==> config.mk <==
export PLATFORM = sky130hd
export DESIGN_NAME = addr_port_arbiter
export DESIGN_NICKNAME = d
export VERILOG_FILES = /design/src/rtl/addr_port_arbiter_pkg.sv /design/src/rtl/addr_port_arbiter_lat_counter.sv /design/src/rtl/addr_port_arbiter.sv
export SDC_FILE = /design/constraint.sdc
export NUM_CORES = 1
export LEC_CHECK = 0
export CORE_ASPECT_RATIO = 1.5
export CORE_MARGIN = 10
export CORE_UTILIZATION = 43
export CTS_BUF_LIST = sky130_fd_sc_hd__clkbuf_2 sky130_fd_sc_hd__clkbuf_4 sky130_fd_sc_hd__clkbuf_8
export DETAILED_ROUTE_END_ITERATION = 8
export PLACE_DENSITY = 0.82
export SLEW_MARGIN = 5
export SYNTH_ARGS = -nofsm -noshare
export SYNTH_HDL_FRONTEND = slang
export SYNTH_SLANG_ARGS = --single-unit
export TNS_END_PERCENT = 100
==> constraint.sdc <==
create_clock -name clk -period 1.64 [get_ports clk]
set_input_delay 0.328 -clock clk [delete_from_list [all_inputs] [get_ports clk]]
set_output_delay 0.328 -clock clk [all_outputs]
set_load 0.02 [all_outputs]
==> src/rtl/addr_port_arbiter_pkg.sv <==
// Shared types and constants for the two-port address-register arbiter.
// Latency: n/a (types only).
// Backpressure: n/a (types only).
package addr_port_arbiter_pkg;

    localparam int ADDR_W = 12;
    localparam int CNT_W  = 4;

    // Port indices into req/grant/done.
    localparam logic PORT_FETCH = 1'b0;
    localparam logic PORT_DATA  = 1'b1;

    typedef logic [ADDR_W-1:0] addr_t;

    typedef enum logic [1:0] {
        IDLE = 2'd0,
        LOAD = 2'd1,
        WAIT = 2'd2
    } state_t;

    // Transaction captured when a port wins arbitration.
    typedef struct packed {
        logic  port;
        logic  we;
        addr_t addr;
    } xact_t;

    function automatic logic [1:0] port_onehot(input logic port);
        logic [1:0] oh;
        oh       = 2'b00;
        oh[port] = 1'b1;
        return oh;
    endfunction

endpackage

==> src/rtl/addr_port_arbiter_lat_counter.sv <==
// Loadable down-counter timing the memory wait phase; zero flag marks the final wait cycle.
// Latency: load takes effect on the next clock; count saturates at zero.
// Backpressure: none; dec is ignored once the count reaches zero.
//
// Ports: clk/clr (sync active-high), load + load_val (preset), dec (count down), zero (count == 0).
module lat_counter
    import addr_port_arbiter_pkg::*;
(
    input  logic             clk,
    input  logic             clr,
    input  logic             load,
    input  logic             dec,
    input  logic [CNT_W-1:0] load_val,
    output logic             zero
);

    logic [CNT_W-1:0] count;

    always_ff @(posedge clk) begin
        if (clr) begin
            count <= '0;
        end else if (load) begin
            count <= load_val;
        end else if (dec && (count != '0)) begin
            count <= count - 1'b1;
        end
    end

    assign zero = (count == '0);

endmodule

==> src/rtl/addr_port_arbiter.sv <==
// Round-robin arbiter giving fetch (0) and data (1) ports ownership of a shared address register.
// Latency: req seen in IDLE -> LOAD next cycle -> MEM_LAT wait cycles, done on the last -> back to IDLE.
// Backpressure: requesters hold req until their done pulse; a losing port simply waits in req.
//
// Ports: clk, clr (sync active-high); req[1:0], addr0, addr1, we1 from the ports;
//        grant[1:0], done[1:0] back to the ports; areg_d/areg_en to the shared register;
//        mem_we write strobe; busy whenever a transaction is in flight.
module addr_port_arbiter
    import addr_port_arbiter_pkg::*;
#(
    parameter int MEM_LAT = 2   // legal 1..15
) (
    input  logic              clk,
    input  logic              clr,
    input  logic [1:0]        req,
    input  logic [ADDR_W-1:0] addr0,
    input  logic [ADDR_W-1:0] addr1,
    input  logic              we1,
    output logic [1:0]        grant,
    output logic [1:0]        done,
    output logic [ADDR_W-1:0] areg_d,
    output logic              areg_en,
    output logic              mem_we,
    output logic              busy
);

    // Counter starts at MEM_LAT-1 so its zero cycle is the MEM_LAT-th wait cycle.
    localparam logic [CNT_W-1:0] LAT_INIT = CNT_W'(MEM_LAT - 1);

    state_t state;
    state_t state_nxt;
    logic   lp;          // last granted port; reset to data so fetch wins the first tie
    logic   win_port;
    xact_t  xact;
    logic   cnt_zero;

    // Winner among current requests; on a tie the port not granted last time wins.
    always_comb begin
        win_port = PORT_FETCH;
        if (req == 2'b10) begin
            win_port = PORT_DATA;
        end else if (req == 2'b11) begin
            win_port = ~lp;
        end
    end

    always_comb begin
        state_nxt = state;
        case (state)
            IDLE:    if (|req) state_nxt = LOAD;
            LOAD:    state_nxt = WAIT;
            WAIT:    if (cnt_zero) state_nxt = IDLE;
            default: state_nxt = IDLE;
        endcase
    end

    always_ff @(posedge clk) begin
        if (clr) begin
            state <= IDLE;
            lp    <= PORT_DATA;
            xact  <= '0;
        end else begin
            state <= state_nxt;
            // Snapshot the winner's request; later input changes cannot disturb it.
            if ((state == IDLE) && (|req)) begin
                lp        <= win_port;
                xact.port <= win_port;
                xact.we   <= (win_port == PORT_DATA) ? we1 : 1'b0;
                xact.addr <= (win_port == PORT_DATA) ? addr1 : addr0;
            end
        end
    end

    lat_counter u_lat_counter (
        .clk      (clk),
        .clr      (clr),
        .load     (state == LOAD),
        .dec      (state == WAIT),
        .load_val (LAT_INIT),
        .zero     (cnt_zero)
    );

    // All outputs decode registered state only.
    assign busy    = (state != IDLE);
    assign grant   = busy ? port_onehot(xact.port) : 2'b00;
    assign done    = ((state == WAIT) && cnt_zero) ? port_onehot(xact.port) : 2'b00;
    assign areg_en = (state == LOAD);
    assign areg_d  = areg_en ? xact.addr : '0;
    assign mem_we  = (state == WAIT) && xact.we;

endmodule

==> metrics, run 1 <==
Core Box Area=0.00245 mm2; count of maximum capacitance violations=0; IO Port Bufs=47; number of global-route vias before repair=1285; overall via count from detail_route=1294; non-filler cells, final=231; number of antenna violations at the first check in global routing=0; number of distinct library cell variants in the gate-level netlist after synthesis=33; #FFs+latches synth=21; later-pin clock latency in the skew report=0.30 ns; DP Wirelength=2.74 mm; final number of setup-violating endpoints=5; endpoint required time on the critical path=1.31 ns; Max Clock Freq=0.499 GHz; number of search-and-repair iterations in the first detailed-routing pass=4; Post-Route Setup TNS=-0.793 ns; fraction of layout instances using a drive strength above 1=38.6%; final cell utilization of the core=78.3%; Final Routed Wirelength=3.79 mm; CTS clk-pin slew, worst paths=0.11 ns; Overall Global Routing Usage=14.4%; number of buffers added to fix hold violations after cts=0; mean cell area of the mapped netlist=8.00 um2; type of the most critical hold path=register to register; prevailing post-synth register cell=dfxtp_1; RSZ-0062 raised after global routing=true; starting utilization of the core area=44.4%; arrival time at the worst endpoint=1.67 ns; Boundary Pins=48; power per cell area=771 mW/mm2; worst slew margin relative to its limit=68.5%; final period demand of the worst path=2.00 ns; antenna violation net count after detailed routing=0; critical-path maximum fanout=3; cell types with the largest area share after synthesis=dfxtp_1 39%, nand2_1 9.7%, a311oi_1 9.7%; run status=finished, violations left; Post-synth EDFFs=0; Fin Clk Skew=0.00313 ns; number of nets in the synthesized netlist=166; Clock Tree Root=clkbuf_4; CP endpoint kind=output pin; worst slew pin tran=0.472 ns; first-pass GRT wire length=5.71 mm; Mapped Cells=136; CTS Buf Count=3; leakage power=0.824 nW; Area growth syn-to-layout=76.3%; Chip Height=81.6 um; maximum level of the CTS H-tree=1; DRC violation count after routing=0; most frequent cells in the layout=28 x nand2_1, 28 x clkdlybuf4s50_1, 21 x buf_4; detailed-route vias per instance=5.60; number of DRC markers after the initial detailed-route iteration=21; number of slew-limit violations in the final report=0; Async S/R FF share, synth=0%; CP Launch Type=register; failing checks=setup timing; count of final hold-check violations=0; CTS max path bufs=2; Final #Nets=238; maximum number of pins on one net before global-route repair=22; instance count after placement with tap cells included=219; cell taking the most area after synthesis=dfxtp_1; Std-Cell Rows=22; area share of the largest cell type after synthesis=38.6%; Worst VDD drop=0.625 mV; share of the yosys chip area belonging to registers=38.6%; horizontal die dimension=61.1 um; area enclosed by the die boundary=0.00499 mm2; Mapped Area=0.00109 mm2; yosys warns=0; number of antenna diodes=0; critical setup path kind=register to output pin; clock sinks=21; TritonCTS clock tree=built; total chip power=0.00148 W; final weighted congestion in routability-driven placement=0.784; GR Overflow Total=0; WL per Instance=16.4 um; PnR worst setup slack=-0.363 ns; post-route clock period utilization=122%
-- Yosys cell counts, drive strengths merged (2+ instances only) --
library cell and count:
dfxtp 21, nor2b 4, a21oi 17, a2111oi 2, clkbuf 2, nor2 6
inv 4, a311oi 12, o21ai 2, and2 14, buf 6, nand2 28
-- sequential cells by signal, summed over array words and instances (netlist names) --
register and cells:
xact 14, u_lat_counter.count 4, state 2, lp 1
-- per-stage QoR --
| step | setup WS [ns] | instance area, um2 | hold slack (ns) |
|---|---|---|---|
| 6_report | -0.363 | 1920 | 0.520 |
| 3_3_place_gp | -0.479 | 1760 | 0.473 |
| 4_1_cts | -0.361 | 1810 | 0.520 |
| 3_5_place_dp | -0.505 | 1760 | 0.503 |
| 2_1_floorplan | -0.0148 | 1130 | 0.445 |
| 5_1_grt | -0.428 | 1920 | 0.554 |
-- logic make-up after synthesis --
kind of cell / synth area share [%]
AOI/OAI and AO/OA: 25.1
adders and majority gates: 1.15
buffers and inverters: 4.83
DFF: 38.6
and+or+nand+nor: 30.3
-- final timing paths --
path / startpoint / slack [ns] / end / cells past startpoint
hold reg to reg: xact[2]$_SDFFE_PP0P_ / 0.52 / xact[2]$_SDFFE_PP0P_ / 2
setup / recovery: u_lat_counter.count[0]$_SDFFE_PP0P_ / -0.36 / done[1] / 5
hold / removal: xact[2]$_SDFFE_PP0P_ / 0.52 / xact[2]$_SDFFE_PP0P_ / 2
setup reg to reg: u_lat_counter.count[0]$_SDFFE_PP0P_ / 0.14 / u_lat_counter.count[0]$_SDFFE_PP0P_ / 6
-- routing by layer --
layer	share of wire, %	GRT usage [%]	up-vias
met5	0	0	-
met4	0.95	4.82	0
met3	5.0	3.40	5
met2	56	26.7	53
met1	38	15.1	610
li1	-	-	626
-- power breakdown --
| group | leakage [nW] | internal (W) | switching, W | total (W) |
|---|---|---|---|---|
| registers | 0.175 | 0.000570 | 0.0000342 | 0.000604 |
| clock network | 0.0184 | 0.000111 | 0.000151 | 0.000263 |
| logic | 0.630 | 0.000333 | 0.000281 | 0.000614 |
| total | 0.824 | 0.00101 | 0.000467 | 0.00148 |
-- critical path, cell delays in order (launching register included) --
cell and delay (ns):
dfxtp_2 0.34, inv_2 0.07, ha_4 0.13, or3b_4 0.40
nor4bb_4 0.26, buf_4 0.18
-- timing repair --
action / CTS / global route
pin swaps: 4 / 7
setup endpoints to repair: 31 / 29
gates cloned: 0 / 0
buffers inserted: 5 / 3
gates resized for setup: 91 / 33
-- cell type report --
class | instances | area (um2)
repair buffers | 75 | 722
multi-input cells | 103 | 694
fillers | 168 | 531
flip-flops and latches | 21 | 425
clock buffers | 4 | 30.0
well taps | 24 | 30.0
inverters | 4 | 17.5
No activity file was read; power rests on OpenSTA's default activity.
==> run 2, diff against run 1 <==
CTS_CLUSTER_DIAMETER = 30   (was default)
==> results of run 2 <==
Same layout as run 1: the final DEF is identical, and so are final timing and power.
